`config.mk`:
```
export PLATFORM = sky130hd
export DESIGN_NAME = sd_data_control_flat
export DESIGN_NICKNAME = d
export VERILOG_FILES = /design/src/rtl/sd_data_pkg.sv /design/src/rtl/sd_data_if.sv /design/src/rtl/sd_data_watchdog.sv /design/src/rtl/sd_data_control.sv /design/src/flat_wrapper.sv
export SDC_FILE = /design/constraint.sdc
export NUM_CORES = 1
export LEC_CHECK = 0
export CORE_ASPECT_RATIO = 1.75
export CORE_UTILIZATION = 38
export DETAILED_ROUTE_END_ITERATION = 12
export GPL_TIMING_DRIVEN = 0
export MAX_ROUTING_LAYER = met4
export PLACE_DENSITY_LB_ADDON = 0.15
export SLEW_MARGIN = 20
export SYNTH_ARGS = -nofsm -noshare
export SYNTH_HDL_FRONTEND = slang
export SYNTH_SLANG_ARGS = --single-unit
```
`constraint.sdc`:
```
create_clock -name SD_CLK -period 1.5 [get_ports SD_CLK]
set_input_delay 0.45 -clock SD_CLK [delete_from_list [all_inputs] [get_ports SD_CLK]]
set_output_delay 0.45 -clock SD_CLK [all_outputs]
set_load 0.005 [all_outputs]
```
`src/rtl/sd_data_pkg.sv`:
```
// Shared types and constants for the SD host DATA control path.
package sd_data_pkg;

    localparam int BLK_W_DEF = 4;
    localparam int TO_W_DEF  = 16;

    typedef enum logic [2:0] {
        S_IDLE,
        S_WAIT_FIFO,
        S_STROBE,
        S_ACK,
        S_DONE,
        S_ERROR
    } state_t;

    localparam logic [1:0] ERR_NONE    = 2'b00;
    localparam logic [1:0] ERR_CRC     = 2'b01;
    localparam logic [1:0] ERR_TIMEOUT = 2'b10;

endpackage

```
`src/rtl/sd_data_if.sv`:
```
// Register/FIFO/DATA-phy signal bundle seen by sd_data_control.
// master: the control unit; slave: register file, FIFO and physical layer.
interface sd_data_if import sd_data_pkg::*; #(
    parameter int BLK_W = BLK_W_DEF,
    parameter int TO_W  = TO_W_DEF
) ();
    logic             start_DMA;
    logic             writeRead_REG;
    logic             multiple_REG;
    logic [BLK_W-1:0] blocks_REG;
    logic [TO_W-1:0]  timeout_REG;
    logic             fifo_ok_FIFO;
    logic             complete_Phy;
    logic             crc_err_Phy;

    logic             strobe_OUT_DATA_Phy;
    logic             ack_OUT_DATA_Phy;
    logic             writeRead_DATA_Phy;
    logic             multiple_DATA_Phy;
    logic [BLK_W-1:0] blocks_DATA_Phy;
    logic [TO_W-1:0]  timeout_Reg_DATA_Phy;
    logic             busy;
    logic [BLK_W-1:0] blocks_done;
    logic [1:0]       err_code;
    logic             transfer_complete_IRQ;
    logic             error_IRQ;

    modport master (
        input  start_DMA, writeRead_REG, multiple_REG, blocks_REG, timeout_REG,
               fifo_ok_FIFO, complete_Phy, crc_err_Phy,
        output strobe_OUT_DATA_Phy, ack_OUT_DATA_Phy, writeRead_DATA_Phy,
               multiple_DATA_Phy, blocks_DATA_Phy, timeout_Reg_DATA_Phy, busy,
               blocks_done, err_code, transfer_complete_IRQ, error_IRQ
    );

    modport slave (
        output start_DMA, writeRead_REG, multiple_REG, blocks_REG, timeout_REG,
               fifo_ok_FIFO, complete_Phy, crc_err_Phy,
        input  strobe_OUT_DATA_Phy, ack_OUT_DATA_Phy, writeRead_DATA_Phy,
               multiple_DATA_Phy, blocks_DATA_Phy, timeout_Reg_DATA_Phy, busy,
               blocks_done, err_code, transfer_complete_IRQ, error_IRQ
    );
endinterface

```
`src/rtl/sd_data_watchdog.sv`:
```
// Strobe watchdog: counts cycles while enabled, flags the cycle whose
// incremented count reaches a non-zero limit.
module sd_data_watchdog import sd_data_pkg::*; #(
    parameter int TO_W = TO_W_DEF
) (
    input  logic            i_clk,
    input  logic            i_rst,
    input  logic            i_en,
    input  logic            i_clr,
    input  logic [TO_W-1:0] i_limit,
    output logic            o_expired
);
    logic [TO_W-1:0] r_cnt;
    logic [TO_W-1:0] w_cnt_nxt;

    assign w_cnt_nxt = r_cnt + TO_W'(1);

    always_ff @(posedge i_clk) begin
        if (i_rst || i_clr) begin
            r_cnt <= '0;
        end else if (i_en) begin
            r_cnt <= w_cnt_nxt;
        end
    end

    // Comparing the next count makes the strobe last exactly i_limit cycles.
    assign o_expired = i_en && (i_limit != '0) && (w_cnt_nxt == i_limit);
endmodule

```
`src/rtl/sd_data_control.sv`:
```
// SD host DATA control FSM: latches a transfer request and runs per-block
// strobe/ack handshakes with the DATA phy. Optional: SD_DATA_CTRL_WATCHDOG_EN.
module sd_data_control import sd_data_pkg::*; #(
    parameter int BLK_W = BLK_W_DEF,
    parameter int TO_W  = TO_W_DEF
) (
    input  logic      SD_CLK,
    input  logic      RESET,
    sd_data_if.master bus
);
    state_t           r_state, w_state_nxt;
    logic             r_wr, r_mul, r_pend_err;
    logic [BLK_W-1:0] r_blocks, r_target, r_done_cnt, w_target;
    logic [TO_W-1:0]  r_timeout;
    logic [1:0]       r_err, w_err_val;
    logic             w_latch, w_blk_inc, w_err_set, w_expired;

    // Single-block requests and a zero count both mean one block.
    assign w_target = (!bus.multiple_REG || bus.blocks_REG == '0) ? BLK_W'(1)
                                                                  : bus.blocks_REG;

`ifdef SD_DATA_CTRL_WATCHDOG_EN
    sd_data_watchdog #(.TO_W(TO_W)) u_wdog (
        .i_clk     (SD_CLK),
        .i_rst     (RESET),
        .i_en      (r_state == S_STROBE),
        .i_clr     (r_state != S_STROBE),
        .i_limit   (r_timeout),
        .o_expired (w_expired)
    );
`else
    assign w_expired = 1'b0;
`endif

    always_ff @(posedge SD_CLK) begin
        if (RESET) r_state <= S_IDLE;
        else       r_state <= w_state_nxt;
    end

    always_comb begin
        w_state_nxt = r_state;
        w_latch     = 1'b0;
        w_blk_inc   = 1'b0;
        w_err_set   = 1'b0;
        w_err_val   = ERR_NONE;
        case (r_state)
            S_IDLE: begin
                if (bus.start_DMA) begin
                    w_latch     = 1'b1;
                    w_state_nxt = S_WAIT_FIFO;
                end
            end
            S_WAIT_FIFO: begin
                if (bus.fifo_ok_FIFO) w_state_nxt = S_STROBE;
            end
            S_STROBE: begin
                // A completion in the expiry cycle wins over the timeout.
                if (bus.complete_Phy) begin
                    w_blk_inc   = 1'b1;
                    w_state_nxt = S_ACK;
                end else if (w_expired) begin
                    w_err_set   = 1'b1;
                    w_err_val   = ERR_TIMEOUT;
                    w_state_nxt = S_ERROR;
                end
            end
            S_ACK: begin
                if (!bus.complete_Phy) begin
                    if (r_pend_err) begin
                        w_err_set   = 1'b1;
                        w_err_val   = ERR_CRC;
                        w_state_nxt = S_ERROR;
                    end else if (r_done_cnt == r_target) begin
                        w_state_nxt = S_DONE;
                    end else begin
                        w_state_nxt = S_WAIT_FIFO;
                    end
                end
            end
            S_DONE:  w_state_nxt = S_IDLE;
            S_ERROR: w_state_nxt = S_IDLE;
            default: w_state_nxt = S_IDLE;
        endcase
    end

    always_ff @(posedge SD_CLK) begin
        if (RESET) begin
            r_wr       <= 1'b0;
            r_mul      <= 1'b0;
            r_blocks   <= '0;
            r_timeout  <= '0;
            r_target   <= '0;
            r_done_cnt <= '0;
            r_err      <= ERR_NONE;
            r_pend_err <= 1'b0;
        end else begin
            if (w_latch) begin
                r_wr       <= bus.writeRead_REG;
                r_mul      <= bus.multiple_REG;
                r_blocks   <= bus.blocks_REG;
                r_timeout  <= bus.timeout_REG;
                r_target   <= w_target;
                r_done_cnt <= '0;
                r_err      <= ERR_NONE;
                r_pend_err <= 1'b0;
            end
            if (w_blk_inc) begin
                r_done_cnt <= r_done_cnt + BLK_W'(1);
                r_pend_err <= bus.crc_err_Phy;
            end
            if (w_err_set) r_err <= w_err_val;
        end
    end

    assign bus.strobe_OUT_DATA_Phy   = (r_state == S_STROBE);
    assign bus.ack_OUT_DATA_Phy      = (r_state == S_ACK);
    assign bus.transfer_complete_IRQ = (r_state == S_DONE);
    assign bus.error_IRQ             = (r_state == S_ERROR);
    assign bus.busy                  = (r_state != S_IDLE);
    assign bus.writeRead_DATA_Phy    = r_wr;
    assign bus.multiple_DATA_Phy     = r_mul;
    assign bus.blocks_DATA_Phy       = r_blocks;
    assign bus.timeout_Reg_DATA_Phy  = r_timeout;
    assign bus.blocks_done           = r_done_cnt;
    assign bus.err_code              = r_err;
endmodule

```
`src/flat_wrapper.sv`:
```
// flat-port wrapper written by rule: the top's interface ports become plain ports
module sd_data_control_flat import sd_data_pkg::*;
#(
    parameter int BLK_W = BLK_W_DEF,
    parameter int TO_W  = TO_W_DEF
)
  (SD_CLK, RESET, bus_start_DMA, bus_writeRead_REG, bus_multiple_REG, bus_blocks_REG, bus_timeout_REG, bus_fifo_ok_FIFO, bus_complete_Phy, bus_crc_err_Phy, bus_strobe_OUT_DATA_Phy, bus_ack_OUT_DATA_Phy, bus_writeRead_DATA_Phy, bus_multiple_DATA_Phy, bus_blocks_DATA_Phy, bus_timeout_Reg_DATA_Phy, bus_busy, bus_blocks_done, bus_err_code, bus_transfer_complete_IRQ, bus_error_IRQ);
  sd_data_if #(.BLK_W(BLK_W), .TO_W(TO_W)) bus_i ();
  input  logic SD_CLK;
  input  logic RESET;
  input wire logic [$bits(bus_i.start_DMA)-1:0] bus_start_DMA;
  input wire logic [$bits(bus_i.writeRead_REG)-1:0] bus_writeRead_REG;
  input wire logic [$bits(bus_i.multiple_REG)-1:0] bus_multiple_REG;
  input wire logic [$bits(bus_i.blocks_REG)-1:0] bus_blocks_REG;
  input wire logic [$bits(bus_i.timeout_REG)-1:0] bus_timeout_REG;
  input wire logic [$bits(bus_i.fifo_ok_FIFO)-1:0] bus_fifo_ok_FIFO;
  input wire logic [$bits(bus_i.complete_Phy)-1:0] bus_complete_Phy;
  input wire logic [$bits(bus_i.crc_err_Phy)-1:0] bus_crc_err_Phy;
  output wire logic [$bits(bus_i.strobe_OUT_DATA_Phy)-1:0] bus_strobe_OUT_DATA_Phy;
  output wire logic [$bits(bus_i.ack_OUT_DATA_Phy)-1:0] bus_ack_OUT_DATA_Phy;
  output wire logic [$bits(bus_i.writeRead_DATA_Phy)-1:0] bus_writeRead_DATA_Phy;
  output wire logic [$bits(bus_i.multiple_DATA_Phy)-1:0] bus_multiple_DATA_Phy;
  output wire logic [$bits(bus_i.blocks_DATA_Phy)-1:0] bus_blocks_DATA_Phy;
  output wire logic [$bits(bus_i.timeout_Reg_DATA_Phy)-1:0] bus_timeout_Reg_DATA_Phy;
  output wire logic [$bits(bus_i.busy)-1:0] bus_busy;
  output wire logic [$bits(bus_i.blocks_done)-1:0] bus_blocks_done;
  output wire logic [$bits(bus_i.err_code)-1:0] bus_err_code;
  output wire logic [$bits(bus_i.transfer_complete_IRQ)-1:0] bus_transfer_complete_IRQ;
  output wire logic [$bits(bus_i.error_IRQ)-1:0] bus_error_IRQ;
  assign bus_i.start_DMA = bus_start_DMA;
  assign bus_i.writeRead_REG = bus_writeRead_REG;
  assign bus_i.multiple_REG = bus_multiple_REG;
  assign bus_i.blocks_REG = bus_blocks_REG;
  assign bus_i.timeout_REG = bus_timeout_REG;
  assign bus_i.fifo_ok_FIFO = bus_fifo_ok_FIFO;
  assign bus_i.complete_Phy = bus_complete_Phy;
  assign bus_i.crc_err_Phy = bus_crc_err_Phy;
  assign bus_strobe_OUT_DATA_Phy = bus_i.strobe_OUT_DATA_Phy;
  assign bus_ack_OUT_DATA_Phy = bus_i.ack_OUT_DATA_Phy;
  assign bus_writeRead_DATA_Phy = bus_i.writeRead_DATA_Phy;
  assign bus_multiple_DATA_Phy = bus_i.multiple_DATA_Phy;
  assign bus_blocks_DATA_Phy = bus_i.blocks_DATA_Phy;
  assign bus_timeout_Reg_DATA_Phy = bus_i.timeout_Reg_DATA_Phy;
  assign bus_busy = bus_i.busy;
  assign bus_blocks_done = bus_i.blocks_done;
  assign bus_err_code = bus_i.err_code;
  assign bus_transfer_complete_IRQ = bus_i.transfer_complete_IRQ;
  assign bus_error_IRQ = bus_i.error_IRQ;
  sd_data_control #(.BLK_W(BLK_W), .TO_W(TO_W)) u_core (.SD_CLK(SD_CLK), .RESET(RESET), .bus(bus_i));
endmodule
```
# Yosys cells after proc, flatten, opt, wreduce, memory -nomap -nowiden
# Index checks and enable logic that the tools add are counted.
# totals
latch_bits	0
mem_bits_ro	0
word_cells	52
ff_bits	36
memories	0
mem_bits_rw	0
# op_classes
magnitude_cmp	0
add_sub_neg	1
shifts	0
div_mod_pow	0
bitwise_logic	0
eq_ne	10
n_mul	0
n_mux	24
reduce_logical	8
# ops
op	count
2-to-1 mux 3 bit	6
2-to-1 mux 4 bit	3
one-hot mux 3 bit (4 select lines)	1
2-to-1 mux 1 bit	10
2-to-1 mux 2 bit	4
!= test 2 bit, second input constant	4
equality test 3 x 2 -> 1 bit, second input constant	2
equality test 3 bit, second input constant	2
adder 4 x 1 -> 4 bit, second input constant	1
equality test 4 bit	1
logical NOT 4 bit	1
AND reduction 4 bit	1
nonzero test 2 bit	2
equality test 3 x 1 -> 1 bit, second input constant	1
logical NOT 3 bit	1
nonzero test 3 bit	1
logical NOT 1 bit	1
logical OR 1 bit	1

# Longest topological paths before layout
# Gate-level depths: netlist of run 1.
# logic_depth
word_depth	5
mapped_depth	5
ltp_nobuf	4

# Least setup slack after synthesis of run 1
# Ideal clock, no wire load.
# synth_timing
path_kind	input -> register
startpoint	in bus_start_DMA
endpoint	reg u_core.r_target[0]
t_required_ns	1.380
setup_time_ns	0.120
n_path_buf	2
arrival_ns	1.444
setup_slack_ns	-0.064
path_stages	5
path_cell_list	or4b_1 > clkbuf_1 > buf_2 > nor4b_2 > nor2_1
# synth_between
elab_chain_cells	2
# synth_lines
item	line_no	text
start: declaration	flat_wrapper.sv:11	input wire logic [$bits(bus_i.start_DMA)-1:0] bus_start_DMA;
2-to-1 mux 1 bit	sd_data_control.sv:48	if (bus.start_DMA) begin
2-to-1 mux 1 bit	sd_data_control.sv:46	case (r_state)
end signal: assignment	sd_data_control.sv:102	r_target <= w_target;
end: declaration	sd_data_control.sv:13	logic [BLK_W-1:0] r_blocks, r_target, r_done_cnt, w_target;
# No other way between the ends.
# A chain may end at the register's enable or synchronous reset.

# Worst setup path in the final report of run 1
# layout_timing
startpoint	reg u_core.r_state[0]
endpoint	out bus_busy
# layout_between
elab_chain_cells	1
# layout_lines
item	line_no	text
start: declaration	sd_data_control.sv:11	state_t r_state, w_state_nxt;
start signal: assignment	sd_data_control.sv:37	else r_state <= w_state_nxt;
nonzero test 3 bit	sd_data_control.sv:119	assign bus.busy = (r_state != S_IDLE);
end: declaration	flat_wrapper.sv:25	output wire logic [$bits(bus_i.busy)-1:0] bus_busy;
# No other way between the ends.

==> impl_metrics.toml, run 1 <==
[outcome]
status = "complete, but fails checks"
violations = "setup timing"

[critical_path]
crit_slowest_cell = "or3_1"
slowest_delay_ns = 0.37
end_kind = "output port"
critPathMaxFanout = 5
reg2reg_depth = 5
path_class = "reg2out"
crit_required_ns = 1.05
cp_cell_sequence = "buf_8 -> or3_1 -> buf_2"
start_kind = "flop"
worstPathArrival_ns = 1.26

[synth]
synthTopCellsByArea = "dfxtp_1 (48%), nand2_1 (13%), a21oi_1 (9.6%)"
synthTopCellsByCount = "nand2_1 (51), dfxtp_1 (35), a21oi_1 (28)"
synth_edf_count = 0
synthesis.area_um2 = 1450
yosys.area.top_type_share = 0.482
synth_top_cell_by_area = "dfxtp_1"
ys.flop_type = "dfxtp_1"
yosysSeqAreaShare = 0.482
ys_ff_latch = 35
synth_fp_nets = 207
syn-instance-count = 178
synth.most_common_cell = "nand2_1"
ys_async_sr_fraction = 0
avgSynthCellArea_um2 = 8.16
yosysUniqueCellTypes = 35
ys_warn_count = 0

[place]
place_ws_ns = -0.802
port_buffers = 58
dpl.hpwl_um = 2610
placedCellCount = 282
gp_congestion = 0.782

[sta]
fin_ws_ns = -0.206
fin_crit_sh = 1.14
max_freq_ghz = 0.586
hold_viol_final = 0
rsz0062_at_grt = "yes"
period_needed_ns = 1.71
setup_violations = 35
drv_slew = 0
finalClockSkew_ns = 0.00110
whs_ns = 0.452

[route]
first_pass_iters = 4
highest_layer = "met4"
drc = 0
dr_wl_met2_um = 2180
drtIter0Drc = 21
via_per_inst = 4.91
wl_um = 3960
via_count = 1542
route.met3.wl_um = 174
wl_met1_um = 1560
antenna_left = 0
wl_per_cell_um = 12.6

[power]
p_leak_nw = 1.13
power_mw = 2.17
ir_drop_uv = 764
p_per_area_nw_per_um2 = 876

[global_route]
grt_pass1_vias = 1514
grt_first_pass_wirelength_um = 6630
track_usage = 0.215
antenna_found_initial = 0
grt_max_degree = 13
grt-ovfl-total = 0

[clocking]
clock_latency_ns = 0.29
tritoncts = "done"
cts.clk_slew.worst_paths_ns = 0.07
htree_levels = 2
ctsHoldBuffers = 0
cts_root_buf = "clkbuf_8"
cts_buffer_depth = 2
cts_buffers = 5
clock-sinks = 35

[die]
fp.dieW_um = 48.7
dieArea_um2 = 4080
die_h_um = 83.8
io_pins = 61
rows = 29
initial_core_util = 0.400
core_area_um2 = 3630

[worst_hold_path]
hold_class = "reg2reg"
whs_path_depth = 2

[layout]
final_cells = 314
antennaDiodeCount = 0
drive_gt1_frac = 0.265
fin_nets = 296
area_delta_synth_final_pct = 70.3
fin_util = 0.682

[flow_run]
drv_cap = 0
## registers in the layout (all words and copies together), names as in the netlist
signal and flops:
u_core.bus.timeout_Reg_DATA_Phy 16, u_core.bus.blocks_DATA_Phy 4, u_core.bus.blocks_done 4, u_core.r_target 4
u_core.r_state 3, u_core.bus.err_code 1, u_core.bus.multiple_DATA_Phy 1, u_core.bus.writeRead_DATA_Phy 1
u_core.r_pend_err 1
## worst max-delay path: cells and delay by family (launching register included)
family | cells | cell delay [ns]
simple gates | 1 | 0.37
buf+inv | 2 | 0.25
flops | 1 | 0.35
## power breakdown
group	internal [mW]	switching (mW)	total [mW]
clock	0.323	0.352	0.674
sequential	0.981	0.0284	1.01
combinational	0.275	0.209	0.484
total	1.58	0.589	2.17
## routing by layer
layer / vias up / global-route usage
met2: 41 / 0.396
met1: 714 / 0.212
li1: 782 / -
met3: 5 / 0.0455
met5: - / -
met4: 0 / 0.0882
## logic make-up (layout without fill, tap and decap cells)
family,Yosys count,count (layout),synth area share
and+or+nand+nor,79,79,0.265
AOI/OAI and AO/OA,40,40,0.159
DFF,35,35,0.482
buffers and inverters,17,107,0.0500
xor gates and xnor gates,4,4,0.0241
adders and majority gates,1,1,0.00861
other,1,1,0.00258
muxes,1,1,0.00775
## timing repair
item | 4_1_cts | 5_1_grt
pin swaps | 2 | 8
setup endpoints to repair | 64 | 36
resized for setup | 83 | 13
gates cloned | 1 | 0
buffers inserted | 17 | 7
## placed cells by master (no fill, tap or decap), types with 3 or more instances in the layout
cell / count
clkdlybuf4s50_1: 24
xor2_1: 4
dfxtp_2: 6
buf_8: 5
clkbuf_1: 3
dfxtp_4: 5
o21ai_0: 3
nand2_1: 49
nand3_1: 6
clkbuf_8: 6
nor2_1: 4
buf_2: 6
a21oi_1: 28
buf_4: 23
dfxtp_1: 24
dlygate4sd2_1: 29
inv_1: 3
## metrics by stage
stage / TNS [ns] / instance area, um2
6_report: -2.92 / 2470
3_3_place_gp: -23.98 / 2100
5_1_grt: -4.30 / 2470
4_1_cts: -1.52 / 2380
2_1_floorplan: -0.0271 / 1460
3_5_place_dp: -23.68 / 2100
## path summary, 6_finish.rpt
kind,start,endpoint,slack (ns)
worst max register to register,u_core.r_state[0],u_core.r_target[0],-0.18
worst max-delay path,u_core.r_state[0],bus_busy,-0.21
worst min register to register,u_core.bus.writeRead_DATA_Phy,u_core.bus.writeRead_DATA_Phy,0.45
worst min-delay path,u_core.bus.writeRead_DATA_Phy,u_core.bus.writeRead_DATA_Phy,0.45
## area by class of cell
type,instances,area [um2]
clock buffers,5,68.8
fillers,323,1150
well taps,46,57.6
repair buffers,83,714
multi-input cells,126,756
clock inverters,3,20.0
plain buffers,13,119
flip-flops and latches,35,727
inverters,3,11.3
Note: power is estimated with default switching activity, not from simulation.
==> inputs of run 2 (changes only) <==
CORE_MARGIN = 2   (was not set)
==> run 2 against run 1 <==
Net effect:
- the flow still finishes with violations (setup timing)
- sequential share of layout area increased by 0.28 points
- combinational power decreased by 2%
- non-clock buffer count fell by 6
- flip-flop and latch count unchanged
- routed wire length grew 1.5%
- utilization shrank 0.52 points
- clock power increased by 0.6%
- worst setup slack worse by 0.0011 ns
- critical path depth stayed put
- via count is 0.45% lower
- total power shrank 0.48%
- highest routed layer unchanged
- worst hold slack got worse by 0.0030 ns
==> impl_metrics.toml, run 2 (same netlist as run 1, synthesis figures left out) <==
[sta]
fin_crit_sh = 1.14
hold_viol_final = 0
period_needed_ns = 1.71
rsz0062_at_grt = "yes"
drv_slew = 0
fin_ws_ns = -0.208
setup_violations = 34
finalClockSkew_ns = 0.00608
tns_ns = -3.00
max_freq_ghz = 0.586

[global_route]
antenna_found_initial = 0
grt_max_degree = 11
grt_pass1_vias = 1497
grt_first_pass_wirelength_um = 6840
track_usage = 0.211
grt-ovfl-total = 0

[die]
rows = 29
die_h_um = 85.8
io_pins = 61
dieArea_um2 = 4350
fp.dieW_um = 50.7
initial_core_util = 0.400
core_area_um2 = 3630

[layout]
final_cells = 307
area_delta_synth_final_pct = 69.0
drive_gt1_frac = 0.245
fin_nets = 290
fill_cells = 314
multi_input_area_um2 = 751
largest_register_ffs = 16
final_cell_mix = "nand2_1 (49), dlygate4sd2_1 (29), a21oi_1 (28), dfxtp_1 (25), clkdlybuf4s50_1 (24)"
antennaDiodeCount = 0
layout_commonest_cell = "nand2_1"
regArea_um2 = 728

[critical_path]
end_kind = "output port"
critPathMaxFanout = 7
path_class = "reg2out"
worstReg2RegStart = "u_core.r_state[0]"
start_kind = "flop"
crit_required_ns = 1.05
worstPathArrival_ns = 1.26
reg2reg_depth = 5
worst-r2r-setup-slack_ns = -0.18
cp-startpoint = "u_core.r_state[0]"

[route]
wl_per_cell_um = 13.1
via_count = 1535
first_pass_iters = 4
wl_um = 4020
wl_met1_um = 1560
drtIter0Drc = 29
route.met3.wl_um = 192
highest_layer = "met4"
antenna_left = 0
via_per_inst = 5.00
dr_wl_met2_um = 2170
drc = 0

[place]
place_ws_ns = -0.797
placedCellCount = 282
dpl.hpwl_um = 2610
gp_congestion = 0.769
port_buffers = 58

[clocking]
tritoncts = "done"
clock-sinks = 35
cts.clk_slew.worst_paths_ns = 0.07
cts_buffer_depth = 2
clock_latency_ns = 0.28
cts_buffers = 5
ctsHoldBuffers = 0
htree_levels = 2
cts_root_buf = "clkbuf_8"

[power]
power_mw = 2.16
ir_drop_uv = 730
p_per_area_nw_per_um2 = 879
p_leak_nw = 1.11

[flow_run]
drv_cap = 0

[worst_hold_path]
min-delay-start = "u_core.bus.timeout_Reg_DATA_Phy[15]"
hold_class = "reg2reg"
whs_path_depth = 2

[outcome]
status = "complete, but fails checks"
violations = "setup timing"
-- run 2: routing by layer --
metal / vias to the layer above / GRT usage
li1: 766 / -
met1: 710 / 0.233
met2: 50 / 0.366
met3: 9 / 0.0348
met4: 0 / 0.0934
met5: - / -
-- run 2: critical path: stages (launching register included) --
cell and delay, ns:
dfxtp_4 0.35, buf_8 0.12, or3_1 0.37, buf_2 0.14
-- run 2: what timing repair did --
action	CTS	global route
setup buffers	14	3
pin swaps	3	3
resized for setup	81	18
setup endpoints to repair	64	36
gates cloned	2	0
-- run 2: power by group --
group	switching, mW	internal, mW	leakage (nW)	total (mW)
Clock	0.318	0.360	0.0470	0.678
Sequential	0.0274	0.979	0.292	1.01
Combinational	0.209	0.265	0.771	0.473
Total	0.554	1.60	1.11	2.16
-- run 2: worst paths after layout --
check | end
worst max-delay path | bus_busy
worst min-delay path | u_core.bus.timeout_Reg_DATA_Phy[15]
worst max register to register | u_core.r_target[0]
worst min register to register | u_core.bus.timeout_Reg_DATA_Phy[15]
-- run 2: per-stage QoR --
stage          instance area [um2]   util  hold WS, ns
2_1_floorplan                 1460      -        0.443
3_3_place_gp                  2100  0.578        0.441
3_5_place_dp                  2100  0.578        0.447
4_1_cts                       2400  0.661        0.454
5_1_grt                       2450  0.677        0.468
6_report                      2450  0.677        0.449
-- run 2: cell type report --
type | instances | area share
Sequential cell | 35 | 0.297
Clock inverter | 1 | 0.00204
Buffer | 13 | 0.0479
Inverter | 3 | 0.00459
Clock buffer | 6 | 0.0336
Tap cell | 46 | 0.0234
Multi-Input combinational cell | 126 | 0.306
Timing Repair Buffer | 77 | 0.286
